File: src/rtl/i2s_dual_capture_ctrl.sv
// i2s_dual_capture_ctrl
// Sequences one two-microphone acoustic capture: arms both I2S receivers on a
// trigger edge, drops warm-up frames, pairs mic1/mic2 samples into the capture
// buffer, then hands the full buffer to the direction estimator.
module i2s_dual_capture_ctrl #(
    parameter int DATA_WIDTH = 32,
    parameter int SAMPLE_W   = 16,
    parameter int DEPTH      = 256,
    parameter int ADDR_W     = 8,
    parameter int WARMUP     = 4,
    parameter int SKEW_MAX   = 64
) (
    input  logic                  i_sys_clk,
    input  logic                  rst_n,
    input  logic                  i_trigger,
    input  logic                  i_rx1_vld,
    input  logic [DATA_WIDTH-1:0] i_rx1_data,
    input  logic                  i_rx2_vld,
    input  logic [DATA_WIDTH-1:0] i_rx2_data,
    output logic                  o_rx_en,
    output logic                  o_wr_en,
    output logic [ADDR_W-1:0]     o_wr_addr,
    output logic [2*SAMPLE_W-1:0] o_wr_data,
    output logic                  o_proc_start,
    input  logic                  i_proc_done,
    output logic                  o_busy,
    output logic                  o_err
);

    localparam int SKEW_W = $clog2(SKEW_MAX + 1);
    localparam int WARM_W = $clog2(WARMUP + 1);

    typedef enum logic [1:0] {
        IDLE    = 2'd0,
        ARM     = 2'd1,
        CAPTURE = 2'd2,
        PROCESS = 2'd3
    } state_t;

    state_t state_reg, state_next;

    logic                  trig_meta_reg, trig_sync_reg, trig_prev_reg;
    logic                  trig_edge;
    logic [WARM_W-1:0]     warm_cnt_reg;
    logic                  warm_done;
    logic [SKEW_W-1:0]     skew_cnt_reg;
    logic [ADDR_W-1:0]     addr_reg;
    logic                  wr_en_reg;
    logic [2*SAMPLE_W-1:0] wr_data_reg;
    logic                  proc_start_reg;
    logic                  err_reg;

    logic                  in_capture;
    logic                  last_write;
    logic                  cap_active;
    logic [1:0]            vld;
    logic [1:0]            pend;
    logic [1:0]            pend_set;
    logic                  pair_fire;
    logic                  overrun;
    logic                  skew_timeout;
    logic                  capture_err;
    logic [SAMPLE_W-1:0]   sample    [2];
    logic [SAMPLE_W-1:0]   pair_word [2];
    logic                  unused_low_bits;

    // Mic data is MSB-aligned: keep only the top SAMPLE_W bits of each word.
    assign sample[0] = i_rx1_data[DATA_WIDTH-1 -: SAMPLE_W];
    assign sample[1] = i_rx2_data[DATA_WIDTH-1 -: SAMPLE_W];
    assign unused_low_bits = &{1'b0, i_rx1_data[DATA_WIDTH-SAMPLE_W-1:0],
                               i_rx2_data[DATA_WIDTH-SAMPLE_W-1:0]};

    assign trig_edge  = trig_sync_reg & ~trig_prev_reg;
    assign warm_done  = (state_reg == ARM) && i_rx1_vld
                        && (warm_cnt_reg == WARM_W'(WARMUP - 1));
    assign in_capture = (state_reg == CAPTURE);
    // The final write cycle closes the capture; anything arriving then is dropped
    // so no stray write can spill into PROCESS.
    assign last_write = wr_en_reg && (addr_reg == ADDR_W'(DEPTH - 1));
    assign cap_active = in_capture && !last_write;

    assign vld      = {i_rx2_vld, i_rx1_vld} & {2{cap_active}};
    assign pend_set = pend | vld;
    assign pair_fire = &pend_set;
    // Overrun: a channel produces again while its own sample is still waiting
    // and the partner has not shown up.
    assign overrun  = |(vld & pend & ~{pend[0], pend[1]});
    assign skew_timeout = cap_active && (|pend) && !pair_fire
                          && (skew_cnt_reg == SKEW_W'(SKEW_MAX - 1));
    assign capture_err  = overrun || skew_timeout;

    generate
        for (genvar gi = 0; gi < 2; gi++) begin : g_chan
            logic [SAMPLE_W-1:0] hold_reg;
            logic                pend_reg;

            // Per-mic holding register and pending flag, cleared when a pair completes.
            always_ff @(posedge i_sys_clk or negedge rst_n) begin
                if (!rst_n) begin
                    hold_reg <= '0;
                    pend_reg <= 1'b0;
                end else begin
                    if (vld[gi]) begin
                        hold_reg <= sample[gi];
                    end
                    if (!in_capture || pair_fire) begin
                        pend_reg <= 1'b0;
                    end else begin
                        pend_reg <= pend_set[gi];
                    end
                end
            end

            assign pend[gi]      = pend_reg;
            // A sample arriving on the completing cycle bypasses the holding register.
            assign pair_word[gi] = vld[gi] ? sample[gi] : hold_reg;
        end
    endgenerate

    // Trigger synchroniser and edge-detect history.
    always_ff @(posedge i_sys_clk or negedge rst_n) begin
        if (!rst_n) begin
            trig_meta_reg <= 1'b0;
            trig_sync_reg <= 1'b0;
            trig_prev_reg <= 1'b0;
        end else begin
            trig_meta_reg <= i_trigger;
            trig_sync_reg <= trig_meta_reg;
            trig_prev_reg <= trig_sync_reg;
        end
    end

    // State register.
    always_ff @(posedge i_sys_clk or negedge rst_n) begin
        if (!rst_n) begin
            state_reg <= IDLE;
        end else begin
            state_reg <= state_next;
        end
    end

    // Next-state logic; trigger edges only matter in IDLE, done only in PROCESS.
    always_comb begin
        state_next = state_reg;
        case (state_reg)
            IDLE:    if (trig_edge) state_next = ARM;
            ARM:     if (warm_done) state_next = CAPTURE;
            CAPTURE: begin
                if (capture_err) begin
                    state_next = IDLE;
                end else if (last_write) begin
                    state_next = PROCESS;
                end
            end
            PROCESS: if (i_proc_done) state_next = IDLE;
            default: state_next = IDLE;
        endcase
    end

    // Warm-up counter: mic1 frames seen while armed.
    always_ff @(posedge i_sys_clk or negedge rst_n) begin
        if (!rst_n) begin
            warm_cnt_reg <= '0;
        end else if (state_reg != ARM) begin
            warm_cnt_reg <= '0;
        end else if (i_rx1_vld) begin
            warm_cnt_reg <= warm_cnt_reg + 1'b1;
        end
    end

    // Skew timer: cycles a lone sample has been waiting for its partner.
    always_ff @(posedge i_sys_clk or negedge rst_n) begin
        if (!rst_n) begin
            skew_cnt_reg <= '0;
        end else if (!in_capture || pair_fire || !(|pend)) begin
            skew_cnt_reg <= '0;
        end else begin
            skew_cnt_reg <= skew_cnt_reg + 1'b1;
        end
    end

    // Buffer write port: one strobe the cycle after a pair completes.
    always_ff @(posedge i_sys_clk or negedge rst_n) begin
        if (!rst_n) begin
            wr_en_reg   <= 1'b0;
            wr_data_reg <= '0;
        end else begin
            wr_en_reg <= pair_fire && !capture_err;
            if (pair_fire && !capture_err) begin
                wr_data_reg <= {pair_word[0], pair_word[1]};
            end
        end
    end

    // Write address: starts at 0 each capture, advances after every write, never wraps.
    always_ff @(posedge i_sys_clk or negedge rst_n) begin
        if (!rst_n) begin
            addr_reg <= '0;
        end else if (!in_capture) begin
            addr_reg <= '0;
        end else if (wr_en_reg && !last_write) begin
            addr_reg <= addr_reg + 1'b1;
        end
    end

    // Estimator start pulse on PROCESS entry, and the sticky error flag.
    always_ff @(posedge i_sys_clk or negedge rst_n) begin
        if (!rst_n) begin
            proc_start_reg <= 1'b0;
            err_reg        <= 1'b0;
        end else begin
            proc_start_reg <= (state_next == PROCESS) && (state_reg != PROCESS);
            if ((state_reg == IDLE) && trig_edge) begin
                err_reg <= 1'b0;
            end else if (in_capture && capture_err) begin
                err_reg <= 1'b1;
            end
        end
    end

    assign o_rx_en      = (state_reg == ARM) || (state_reg == CAPTURE);
    assign o_busy       = (state_reg != IDLE);
    assign o_wr_en      = wr_en_reg;
    assign o_wr_addr    = addr_reg;
    assign o_wr_data    = wr_data_reg;
    assign o_proc_start = proc_start_reg;
    assign o_err        = err_reg;

endmodule

File: config.mk
export PLATFORM = sky130hd
export DESIGN_NAME = i2s_dual_capture_ctrl
export DESIGN_NICKNAME = d
export VERILOG_FILES = /design/src/rtl/i2s_dual_capture_ctrl.sv
export SDC_FILE = /design/constraint.sdc
export NUM_CORES = 1
export LEC_CHECK = 0
export CAP_MARGIN = 20
export CORE_ASPECT_RATIO = 0.7
export CORE_MARGIN = 2
export CORE_UTILIZATION = 40
export DETAILED_ROUTE_END_ITERATION = 12
export PLACE_DENSITY = 0.69
export SKIP_CTS_REPAIR_TIMING = 1
export SLEW_MARGIN = 20
export SYNTH_ARGS = -nofsm -noshare
export SYNTH_HDL_FRONTEND = slang
export SYNTH_SLANG_ARGS = --single-unit
File: constraint.sdc
create_clock -name i_sys_clk -period 2.9 [get_ports i_sys_clk]
set_input_delay 0.435 -clock i_sys_clk [delete_from_list [all_inputs] [get_ports i_sys_clk]]
set_output_delay 0.435 -clock i_sys_clk [all_outputs]
set_load 0.05 [all_outputs]
; ---- Yosys cells after proc, flatten, opt, wreduce, memory -nomap -nowiden
; Index checks and enable logic that the tools add are counted.
[totals]
ff_bits = 92
in_bits = 70
out_inout_bits = 45
elab_cells = 80
[classes]
addsub = 3
n_eq_ne = 10
mux = 17
bitwise = 7
n_reduce_logical = 28
[ops]
columns = operator, n
row1 = 2-to-1 mux 16 bit, 2
row2 = 2-to-1 mux 8 bit, 2
row3 = logical AND 1 bit, 12
row4 = 2-to-1 mux 2 bit, 5
row5 = "adder 8 x 1 -> 8 bit, second input constant", 1
row6 = "equality test 8 bit, second input constant", 1
row7 = one-hot mux 2 bit (4 select lines), 1
row8 = "adder 7 x 1 -> 7 bit, second input constant", 1
row9 = "equality test 7 x 6 -> 1 bit, second input constant", 1
row10 = 2-to-1 mux 7 bit, 1
row11 = bitwise AND 2 bit, 3
row12 = "equality test 2 bit, second input constant", 3
row13 = 2-to-1 mux 3 bit, 2
row14 = nonzero test 2 bit, 3
row15 = logical NOT 1 bit, 5
row16 = logical OR 1 bit, 4
row17 = 2-to-1 mux 1 bit, 4
row18 = "!= test 2 x 1 -> 1 bit, second input constant", 2
row19 = OR reduction 2 bit, 2
row20 = "adder 3 x 1 -> 3 bit, second input constant", 1
row21 = "equality test 3 x 2 -> 1 bit, second input constant", 1
row22 = "equality test 2 x 1 -> 1 bit, second input constant", 1
row23 = logical NOT 2 bit, 1
row24 = "!= test 2 bit, second input constant", 1
row25 = other kinds (5), 5

; ---- Logic depth before layout (Yosys ltp)
[logic_depth]
ltp_word = 15
mapped_depth = 8

; ---- Worst setup path after synthesis
; OpenSTA, ideal clock, no wires.
[synth_path]
path_type = register -> register
startpoint = reg addr_reg[0], in the netlist o_wr_addr[0]
endpoint = reg wr_data_reg[23], in the netlist o_wr_data[23]
setup_ns = 0.125
t_arrival_ns = 2.442
t_required_ns = 2.775
slack_ns = 0.333
path_stages_with_launch = 7
path_cell_list = dfrtp_1 ha_1 nand4_1 o211ai_4 buf_2 mux2_2 mux2_4
[synth_rtl]
columns = item, line
row1 = "start, declared", 47  ; logic [ADDR_W-1:0] addr_reg;
row2 = "start signal, assigned", 202  ; addr_reg <= addr_reg + 1'b1;
row3 = "end signal, assigned", 190  ; wr_data_reg <= {pair_word[0], pair_word[1]};
row4 = "end, declared", 49  ; logic [2*SAMPLE_W-1:0] wr_data_reg;

; ---- Worst setup path in the final report
[layout_path]
startpoint = reg state_reg[0]
endpoint = out o_rx_en
[layout_via]
elab_chain_len = 2
elab_cells_between_ends = 3
classes_between = eq/ne: 2 / reduce/logical: 1
[layout_rtl]
columns = item, line
row1 = "start, declared", 40  ; state_t state_reg, state_next;
row2 = "start signal, assigned", 138  ; state_reg <= state_next;
row3 = equality test 2 x 1 -> 1 bit or equality test 2 bit (tied branches), 221  ; assign o_rx_en = (state_reg == ARM) || (state_reg == CAPTURE);
row4 = logical OR 1 bit (*), 221
row5 = "end, declared", 20  ; output logic o_rx_en,
; Every way passes the cells marked *; elsewhere a longest branch is shown, timed or not.

==> run_results.csv <==
group,metric,value,unit
logic_synthesis,synth.net_count,362,
global_route,grt-ovfl-total,0,
logic_synthesis,synthArstFlopShare,100,%
global_route,gr-usage-all-layers,15.9,%
clock_tree,cts.clk_slew.worst_paths,60,ps
die,rows,30,
logic_synthesis,synthCells,283,
die,coreArea,9680,µm²
die,die_x,123,µm
layout,syn2layout_area_growth,32.5,%
route,postRouteWirelength,7770,µm
worst_setup_path,crit_path_start_kind,"register",
clock_tree,numCtsBuffers,9,
power_and_ir_drop,power.leakage,2.49,nW
layout,diodes,0,
sta,layout_min_cycle_time,2470,ps
worst_setup_path,critPathKind,"reg2out",
clock_tree,insertion_delay,340,ps
die,die_h,87.5,µm
worst_hold_path,hold_path_class,"in2async",
logic_synthesis,synth_area,3990,µm²
clock_tree,clock-sinks,92,
placed_design,place_congestion,0.805,
route,wl_met1,3580,µm
sta,worstMarginPinSlew,574,ps
global_route,grt_start_max_net_pins,47,
sta,hold_viol_final,0,
sta,setup_slack,428,ps
die,io_pins,115,
logic_synthesis,synth_cell_type_count,40,
route,drc_errors,0,
route,avgRoutedWirePerCell,15.3,µm
die,start_util,41.1,%
clock_tree,clockRootBuffer,"clkbuf_16",
worst_setup_path,worstPathRequired,2470,ps
clock_tree,cts_max_path_buffers,2,
clock_tree,tritoncts,"yes",
sta,finalSetupViolCount,0,
route,num_vias,2508,
sta,finalCritPeriodShare,85.2,%
logic_synthesis,ys_warn_count,0,
placed_design,portBuffers,82,
power_and_ir_drop,peakVddDrop,0.299,mV
sta,slew_headroom,61.7,%
route,highest_layer,"met4",
route,firstDrtPassIters,4,
sta,rsz0062_at_grt,"false",
logic_synthesis,synth_edf_count,0,
route,drtIter0Drc,156,
clock_tree,cts.htree.levels,3,
run_status,outcome,"finished clean",
placed_design,dp_slack,545,ps
logic_synthesis,synth_ff_type,"dfrtp_1",
die,dieArea,10800,µm²
route,viasPerCell,4.94,
run,maxCapViolCount,0,
global_route,antenna_found_initial,0,
layout,drive_gt1_share,22.4,%
route,route.met3.wl,716,µm
logic_synthesis,yosysSeqAreaShare,57.8,%
worst_setup_path,worst_setup_path_end_kind,"primary output",
layout,final_common_cell,"dfrtp_1",
global_route,grt_pass1_wl,13000,µm
placed_design,dp_hpwl,5330,µm
layout,mostFrequentLayoutCells,"92 x dfrtp_1, 81 x clkdlybuf4s50_1, 29 x mux2_4, 28 x mux2_2, 18 x nor2_1",
sta,fmax,405,MHz
worst_setup_path,arrival,2040,ps
global_route,grt_pass1_vias,2551,
sta,finClkSkew,5.92,ps
power_and_ir_drop,p_per_area,516,nW/µm²
worst_setup_path,crit_fanout,6,
route,antenna_left,0,
sta,timing.setup.tns,0,ps
sta,maxSlewViolCount,0,
layout,nets,454,
logic_synthesis,synth_area_per_cell,14.1,µm²
route,dr_wl_met2,3410,µm
logic_synthesis,ys_ff_latch,92,
==> metrics by stage <==
step	hold slack [ps]	total power [mW]	area (µm²)	std cells	utilization [%]
final	95.5	2.73	5280	508	54.5
after global routing	143	2.84	5280	508	54.5
after CTS	113	2.76	5280	508	54.5
after detailed placement	339	1.48	4950	492	51.2
after global placement	337	1.48	4950	492	51.2
after floorplan	139	1.38	3990	283	-
==> path summary, 6_finish.rpt <==
check	startpoint	end	slack, ps	cells after the start
worst max register to register	o_wr_addr[0]	o_wr_data[0]	550	6
min in group i_sys_clk	trig_meta_reg	trig_sync_reg	350	0
max in group asynchronous	rst_n	g_chan[0].hold_reg[14]	2070	2
worst min-delay path	rst_n	o_wr_data[30]	100	1
worst max-delay path	state_reg[0]	o_rx_en	430	3
worst min register to register	trig_meta_reg	trig_sync_reg	350	0
==> routing by layer <==
layer | GRT usage (%) | up-vias
met5 | 0 | -
met4 | 3.10 | 0
met3 | 7.92 | 9
met2 | 23.8 | 82
met1 | 21.0 | 1239
li1 | - | 1178
==> area by class of cell <==
cell class | count | area (µm²)
flip-flops and latches | 92 | 2300
repair buffers | 89 | 871
multi-input cells | 173 | 1580
clock buffers | 11 | 243
fillers | 817 | 4400
clock inverters | 5 | 82.6
inverters | 10 | 37.5
well taps | 128 | 160
==> power breakdown <==
group	switching [mW]	internal [mW]
Sequential	0.00665	1.29
Combinational	0.0853	0.0750
Clock	0.487	0.782
==> cells in the mapped netlist (all sizes together) (2+ instances only) <==
cell | n | area [µm²]
dfrtp | 92 | 2300
mux2 | 64 | 830
nor2 | 18 | 67.6
nand2 | 12 | 45.0
inv | 10 | 37.5
ha | 9 | 113
o21ai | 8 | 40.0
xor2 | 7 | 61.3
buf | 6 | 55.1
nand3 | 6 | 30.0
xnor2 | 6 | 52.6
a21oi | 5 | 25.0
nand4 | 4 | 40.0
nor2b | 3 | 18.8
nor3 | 3 | 15.0
o31ai | 3 | 22.5
and2 | 2 | 12.5
and3 | 2 | 12.5
and4 | 2 | 17.5
clkbuf | 2 | 7.51
nand2b | 2 | 12.5
nand4b | 2 | 17.5
o211ai | 2 | 42.5
==> critical path, cell delays in order, from the launching register on <==
cell and delay [ps]:
dfrtp_1 460, inv_1 150, ha_1 300, clkdlybuf4s50_1 790
==> cells by family after synthesis <==
logic type,after synthesis,share of synthesized area [%]
AO/OA/AOI/OAI,28,5.37
adder cells (fa/ha/maj),9,2.83
buffers and inverters,18,2.51
XOR/XNOR,13,2.86
AND/OR/NAND/NOR,58,7.60
multiplexers,65,21.1
flip-flops,92,57.8
Power figures use the tool's default switching activity.
